$ cat src/rtl/l3_request_arbiter.sv
`default_nettype none
// ============================================================================
// Module      : l3_request_arbiter
// Description : Round-robin arbiter serialising L2 read/write requests onto
//               the single shared L3 request port. One transaction in flight;
//               a watchdog aborts transactions that L3 never completes.
// Revision    : 1.0 - initial release
// ============================================================================
module l3_request_arbiter #(
  parameter int NUM_REQ        = 4,
  parameter int ADDRESS_WIDTH  = 32,
  parameter int DATA_WIDTH     = 32,
  parameter int TIMEOUT_CYCLES = 1024
) (
  input  logic                             clk,
  input  logic                             reset,
  input  logic [NUM_REQ-1:0]               l2_read_request,
  input  logic [NUM_REQ-1:0]               l2_write_request,
  input  logic [NUM_REQ*ADDRESS_WIDTH-1:0] l2_address,
  input  logic [NUM_REQ*DATA_WIDTH-1:0]    l2_write_data,
  output logic [NUM_REQ-1:0]               l2_grant,
  output logic [NUM_REQ-1:0]               l2_done,
  output logic                             l2_error,
  output logic [DATA_WIDTH-1:0]            l2_read_data,
  output logic                             l3_read_request,
  output logic                             l3_write_request,
  output logic [ADDRESS_WIDTH-1:0]         l3_address,
  output logic [DATA_WIDTH-1:0]            l3_write_data,
  input  logic                             l3_ready,
  input  logic [DATA_WIDTH-1:0]            l3_read_data
);

  // Requester id width and watchdog width (never below one bit).
  localparam int ID_W   = (NUM_REQ > 1) ? $clog2(NUM_REQ) : 1;
  localparam int WDOG_W = (TIMEOUT_CYCLES > 1) ? $clog2(TIMEOUT_CYCLES) : 1;

  // Watchdog value of the last permitted WAIT cycle.
  localparam logic [WDOG_W-1:0] c_wdog_last = WDOG_W'(TIMEOUT_CYCLES - 1);
  // Highest requester id, used for pointer wrap.
  localparam logic [ID_W-1:0]   c_id_last   = ID_W'(NUM_REQ - 1);

  typedef enum logic [1:0] {
    S_IDLE    = 2'd0,
    S_ISSUE   = 2'd1,
    S_WAIT    = 2'd2,
    S_RESPOND = 2'd3
  } state_t;

  state_t                   r_state;
  state_t                   w_state_next;

  logic [ID_W-1:0]          r_ptr;
  logic [ID_W-1:0]          r_id;
  logic                     r_op_write;
  logic                     r_error;
  logic [WDOG_W-1:0]        r_wdog;
  logic [ADDRESS_WIDTH-1:0] r_address;
  logic [DATA_WIDTH-1:0]    r_write_data;
  logic [DATA_WIDTH-1:0]    r_read_data;

  logic [NUM_REQ-1:0]       w_active;
  logic [ID_W-1:0]          w_cand [NUM_REQ];
  logic [ADDRESS_WIDTH-1:0] w_addr_slice [NUM_REQ];
  logic [DATA_WIDTH-1:0]    w_data_slice [NUM_REQ];
  logic                     w_any;
  logic [ID_W-1:0]          w_winner;
  logic                     w_winner_write;
  logic                     w_wdog_expired;
  logic [NUM_REQ-1:0]       w_id_onehot;
  logic [ID_W-1:0]          w_ptr_next;

  assign w_active       = l2_read_request | l2_write_request;
  assign w_wdog_expired = (r_wdog == c_wdog_last);
  assign w_id_onehot    = NUM_REQ'(1) << r_id;
  assign w_ptr_next     = (r_id == c_id_last) ? '0 : r_id + ID_W'(1);

  // Split the packed request buses into per-requester slices and build the
  // search order starting at the round-robin pointer.
  for (genvar gi = 0; gi < NUM_REQ; gi++) begin : g_slice
    assign w_addr_slice[gi] = l2_address[gi*ADDRESS_WIDTH +: ADDRESS_WIDTH];
    assign w_data_slice[gi] = l2_write_data[gi*DATA_WIDTH +: DATA_WIDTH];
    assign w_cand[gi]       = ID_W'((int'(r_ptr) + gi) % NUM_REQ);
  end

  // Pick the first active requester at or above the pointer, wrapping.
  always_comb begin
    w_any    = 1'b0;
    w_winner = '0;
    for (int k = 0; k < NUM_REQ; k++) begin
      if (!w_any && w_active[w_cand[k]]) begin
        w_any    = 1'b1;
        w_winner = w_cand[k];
      end
    end
  end

  // A winner asserting both read and write is served as a write.
  assign w_winner_write = l2_write_request[w_winner];

  // State register.
  always_ff @(posedge clk) begin
    if (reset) begin
      r_state <= S_IDLE;
    end else begin
      r_state <= w_state_next;
    end
  end

  // Next-state logic and state-decoded outputs.
  always_comb begin
    w_state_next     = r_state;
    l2_grant         = '0;
    l2_done          = '0;
    l2_error         = 1'b0;
    l3_read_request  = 1'b0;
    l3_write_request = 1'b0;
    case (r_state)
      S_IDLE: begin
        if (w_any) begin
          w_state_next = S_ISSUE;
        end
      end
      S_ISSUE: begin
        l2_grant         = w_id_onehot;
        l3_read_request  = ~r_op_write;
        l3_write_request = r_op_write;
        w_state_next     = S_WAIT;
      end
      S_WAIT: begin
        l2_grant = w_id_onehot;
        if (l3_ready || w_wdog_expired) begin
          w_state_next = S_RESPOND;
        end
      end
      S_RESPOND: begin
        l2_grant     = w_id_onehot;
        l2_done      = w_id_onehot;
        l2_error     = r_error;
        w_state_next = S_IDLE;
      end
      default: begin
        w_state_next = S_IDLE;
      end
    endcase
  end

  // Transaction datapath: winner capture, watchdog, read-data capture, pointer.
  always_ff @(posedge clk) begin
    if (reset) begin
      r_ptr        <= '0;
      r_id         <= '0;
      r_op_write   <= 1'b0;
      r_error      <= 1'b0;
      r_wdog       <= '0;
      r_address    <= '0;
      r_write_data <= '0;
      r_read_data  <= '0;
    end else begin
      case (r_state)
        S_IDLE: begin
          if (w_any) begin
            r_id         <= w_winner;
            r_op_write   <= w_winner_write;
            r_address    <= w_addr_slice[w_winner];
            r_write_data <= w_data_slice[w_winner];
          end
        end
        S_ISSUE: begin
          r_wdog <= '0;
        end
        S_WAIT: begin
          if (l3_ready) begin
            // Writes complete without touching the returned-data register.
            if (!r_op_write) begin
              r_read_data <= l3_read_data;
            end
          end else if (w_wdog_expired) begin
            r_error <= 1'b1;
          end else begin
            r_wdog <= r_wdog + WDOG_W'(1);
          end
        end
        S_RESPOND: begin
          r_ptr   <= w_ptr_next;
          r_error <= 1'b0;
        end
        default: begin
        end
      endcase
    end
  end

  assign l2_read_data  = r_read_data;
  assign l3_address    = r_address;
  assign l3_write_data = r_write_data;

endmodule
`default_nettype wire

$ cat config.mk
export PLATFORM = sky130hd
export DESIGN_NAME = l3_request_arbiter
export DESIGN_NICKNAME = d
export VERILOG_FILES = /design/src/rtl/l3_request_arbiter.sv
export SDC_FILE = /design/constraint.sdc
export NUM_CORES = 1
export LEC_CHECK = 0
export BUFFER_PORTS_ARGS = -buffer_cell sky130_fd_sc_hd__buf_2
export CORE_AREA = 2 2 157 159
export DETAILED_ROUTE_END_ITERATION = 7
export DIE_AREA = 0 0 159 161
export GPL_ROUTABILITY_DRIVEN = 0
export GPL_TIMING_DRIVEN = 0
export SYNTH_ARGS = -nofsm -noshare
export SYNTH_HDL_FRONTEND = slang
export SYNTH_SLANG_ARGS = --single-unit
export TNS_END_PERCENT = 100
$ cat constraint.sdc
create_clock -name clk -period 2 [get_ports clk]
set_clock_uncertainty 0.05 [all_clocks]
set_input_delay 0.3 -clock clk [delete_from_list [all_inputs] [get_ports clk]]
set_output_delay 0.3 -clock clk [all_outputs]
set_load 0.03 [all_outputs]
; ---- Word level (Yosys, flattened, before mapping)
; Index checks and enable logic that the tools add are counted.
[totals]
ff_bits = 114
latch_bits = 0
ramBits = 0
mem_bits_ro = 0
input_bits = 299
out_inout_bits = 107
memories = 0
[classes]
n_addsub = 5
mul = 0
div = 0
magnitude_cmp = 6
eq_ne = 10
n_shift = 1
n_mux = 39
n_bitwise = 3
reduce_logical = 16
[ops]
columns = cell, n
row1 = $bmux W32 S2, 2
row2 = $mux W32, 4
row3 = $mux W10, 2
row4 = $pmux W10 S2, 1
row5 = $lt A2 B3 Y1 const B, 5
row6 = $mux W1, 14
row7 = $mux W2, 7
row8 = $add A10 B1 Y10 const B, 1
row9 = $bmux W1 S2, 5
row10 = $eq A10 B10 Y1 const B, 1
row11 = $ne A2 B2 Y1 const B, 5
row12 = $reduce_and A3 Y1, 3
row13 = $mux W4, 2
row14 = $pmux W2 S4, 1
row15 = $eq A2 B2 Y1 const B, 3
row16 = $add A2 B1 Y2 const B, 2
row17 = $add A2 B2 Y2 const B, 2
row18 = $or A4 B4 Y4, 1
row19 = $reduce_and A2 Y1, 2
row20 = $reduce_bool A2 Y1, 2
row21 = $shl A1 B2 Y4 const A, 1
row22 = $ge A3 B3 Y1 const B, 1
row23 = $logic_and A1 B1 Y1, 3
row24 = $logic_not A1 Y1, 3
row25 = 7 further kinds, 7

; ---- Logic depth before layout (Yosys ltp)
[depth]
word_depth = 17
ltp_mapped = 10
depth_no_buf = 7

; ---- Worst setup path before layout
; No wires, ideal clock.
[synth_path]
path_kind = register to register
from = register r_state[0]
to = register r_address[13], in the netlist l3_address[13]
arrival_ps = 1815
required_ps = 1871
setup_slack_ps = 56
path_stages_with_launch = 11
period_less_slack_ps = 1944
cell_sequence = dfxtp_1 -> inv_1 -> ha_1 -> inv_1 -> a31o_2 -> or2_2 -> clkbuf_1 -> buf_2 -> buf_2 -> a211o_1 -> o211ai_1
[synth_between]
elab_chain_cells = 2
[synth_lines]
columns = element, line_no
row1 = "start, declared", 49  ; state_t r_state;
row2 = "start signal, assigned", 105  ; r_state <= w_state_next;
row3 = $logic_not A2 Y1, 159  ; case (r_state)
row4 = $reduce_and A2 Y1 (no line), -
row5 = "end signal, assigned", 164  ; r_address <= w_addr_slice[w_winner];
row6 = "end, declared", 57  ; logic [ADDRESS_WIDTH-1:0] r_address;
; Every way passes these cells.
; A chain may end at the register's enable or synchronous reset.

; ---- Worst setup path in the final report
[layout_path]
from = register r_ptr[0]
to = register r_write_data[28], in the netlist l3_write_data[28]
[layout_between]
elab_chain_cells = 16
word_cells_on_any_way = 30
[layout_lines]
columns = element, line_no
row1 = "start, declared", 52  ; logic [ID_W-1:0] r_ptr;
row2 = "start signal, assigned", 184  ; r_ptr <= w_ptr_next;
row3 = "parallel branches: the longest is 16 deep, another holds $add A2 B1 Y2", -
row4 = "end signal, assigned", 165  ; r_write_data <= w_data_slice[w_winner];
row5 = "end, declared", 58  ; logic [DATA_WIDTH-1:0] r_write_data;
; Parallel ways; which one is timed is not known. The select of a mux whose other input is x is not followed.

==> results.ini <==
[drt]
drcViolationCount=0
vias=7690
drt_iter0_markers=372
dr.pass1.iters=4
wl_per_cell_um=17.6
antenna_left=0
wl_mm=27.7
viasPerCell=4.89

[setup_path]
critPathKind=register to register
reg2reg_from=r_ptr[0]
reg2reg_to=l3_write_data[28]
cp_max_fo=10
cp-end-kind=register
cp_slowest_cell=a311oi_4
cp-start-kind=register
startpoint=r_ptr[0]
r2r_setup_slack_ns=0.03
crit_required_ns=2.23
worstPathArrival_ns=2.20
slowest_delay_ns=0.41
r2r_cells=6
cp_cell_sequence=o21ba_2 > a311oi_4 > nor2_2 > clkbuf_1 > a211oi_1 > o31ai_1

[power_and_ir_drop]
leakagePower_nw=4.36
peakVddDrop_mv=0.492
power_density_nw_per_um2=1150

[global_route]
grt_pass1_vias=7623
overflow=0
antenna_found_initial=3
grt_max_degree=17
grt_usage=0.208
grt_pass1_wl_mm=41.7

[timing]
worst_pin_slew_ns=0.533
max_freq_ghz=0.508
setup_violations=0
fin_crit_ns=1.97
fin_ws_ns=0.0309
drv_slew=0
rsz0062_at_grt=true
finalCritPeriodShare=0.985
fin_setup_tns_ns=0
final_hold_viol_count=0
slew_headroom=0.644

[final_layout]
final_area_sq_um=9880
syn2layout_area_growth_pct=52.9
final_common_cell=buf_2
final_cell_mix=buf_2 (416), nand2_1 (137), dfxtp_1 (110)
fin_nets=1540
layout-drive-gt1-share=0.438
finish.utilization=0.412

[worst_hold_path]
hold_path.class=input pin to register
min_from=l3_read_data[19]
min_to=l2_read_data[19]
hold_depth=3

[clock_tree]
clk_latency_ns=0.41
h-tree-depth=4
cts_hold_buf=0
cts-root-buf=clkbuf_16
tritoncts=done
clk_pin_slew_ns=0.06
cts_made_buffers=17
clockBufferDepth=2
clock_sinks=114

[floorplan]
die_h_um=161
start_util=0.270
ios=406
core-area_sq_um=24000
die_area_sq_um=25600
die_x_um=159
rows=57

[synthesis]
synth_area_leaders=dfxtp_1 (35%), nand2_1 (8.0%), mux2i_1 (6.8%), a211oi_1 (6.2%), a211o_1 (5.4%)
ys_ff_latch=114
syn-cell-area_sq_um=6460
yosysTopAreaCellShare=0.353
synth_top_cell_by_area=dfxtp_1
synth.avg_cell_area_sq_um=8.01
yosysSeqAreaShare=0.353
ys_types=43
syn_nets=1116
ys_warn_count=0
netlist_instances=807

[placed_design]
hpwl_mm=21.9
dpl_cell_area_sq_um=8890
place_ws_ns=-0.810
port_buffers=404

[run_status]
outcome=finished clean

[job]
max_cap_violations=0

sequential cells by signal, indices dropped and copies added (netlist names):
register / flops
l2_read_data: 32
l3_write_data: 32
r_id: 2
r_wdog: 10
r_error: 1
r_state: 2
r_op_write: 1
r_ptr: 2
l3_address: 32
cells in the mapped netlist (all sizes together):
cell     count
a211oi      53
inv         12
mux2i       44
or3          1
nor2        19
o21ba        1
nor3         5
clkbuf      56
o21a         1
nand2      138
nand3b       1
o2111ai      2
nor4         2
o311ai       1
a311oi       1
a311o        1
and3        50
nor2b        6
or2          5
a21oi       39
and4         1
nand4        2
or4          1
o211ai      39
and2         7
a211o       40
buf         24
ha          10
nand2b       2
a31o         1
o31ai       26
o21bai       3
nand3       47
dfxtp      114
a21o         1
o21ai       45
xnor2        6
metal layers:
metal | wire [um] | up-vias | GRT usage | part of all wire
met4 | 612 | 0 | 0.0764 | 0.022
met1 | 12000 | 3552 | 0.256 | 0.43
met2 | 13400 | 298 | 0.356 | 0.48
li1 | - | 3806 | - | -
met3 | 1680 | 34 | 0.0498 | 0.061
met5 | 0 | - | 0 | 0
stage by stage:
stage,instances,power (mW),hold WS (ns)
finish,1571,11.4,0.0733
floorplan,807,6.20,0.382
detailed placement,1535,7.87,0.387
global placement,1535,7.84,0.383
CTS,1566,11.4,0.0538
global route,1571,12.0,0.0634
worst max path at each step:
| stage | end | slack [ns] |
|---|---|---|
| after global routing | r_state[0] | -0.01 |
| after CTS | l3_write_data[14] | 0.004 |
| after detailed placement | l3_address[22] | -0.81 |
| final | l3_write_data[28] | 0.03 |
| after global placement | l3_address[22] | -0.82 |
| after floorplan | l3_address[13] | 0.06 |
critical path: cells and delay by family (launching register included):
kind	cells	cell delay [ns]
simple gates	1	0.11
buf+inv	1	0.27
flops	1	0.36
compound gates	4	1.05
final cells by class:
class	count	area (sq um)
fillers	2538	14100
diodes	3	7.51
multi-input cells	601	3970
clock buffers	18	429
repair buffers	408	2050
inverters	12	47.5
plain buffers	77	473
flip-flops and latches	114	2290
well taps	324	405
clock inverters	14	201
kinds of logic after synthesis:
| group | synth area share |
|---|---|
| mux | 0.0682 |
| buf+inv | 0.0596 |
| fa+ha+maj | 0.0194 |
| flops | 0.353 |
| compound gates | 0.283 |
| simple gates | 0.209 |
| xor+xnor | 0.00813 |
report_power, final:
group          internal [mW]  switching [mW]
registers               2.90           0.344
logic                   1.64            3.20
clock network           2.10            1.18
total                   6.64            4.72
repair_timing:
item	CTS	global route
resized for setup	63	72
pin swaps	3	10
setup buffers	1	2
cloned	0	1
endpoints found under the setup margin	67	84
hold endpoints to repair	0	0
Note: power is estimated with default switching activity, not from simulation.
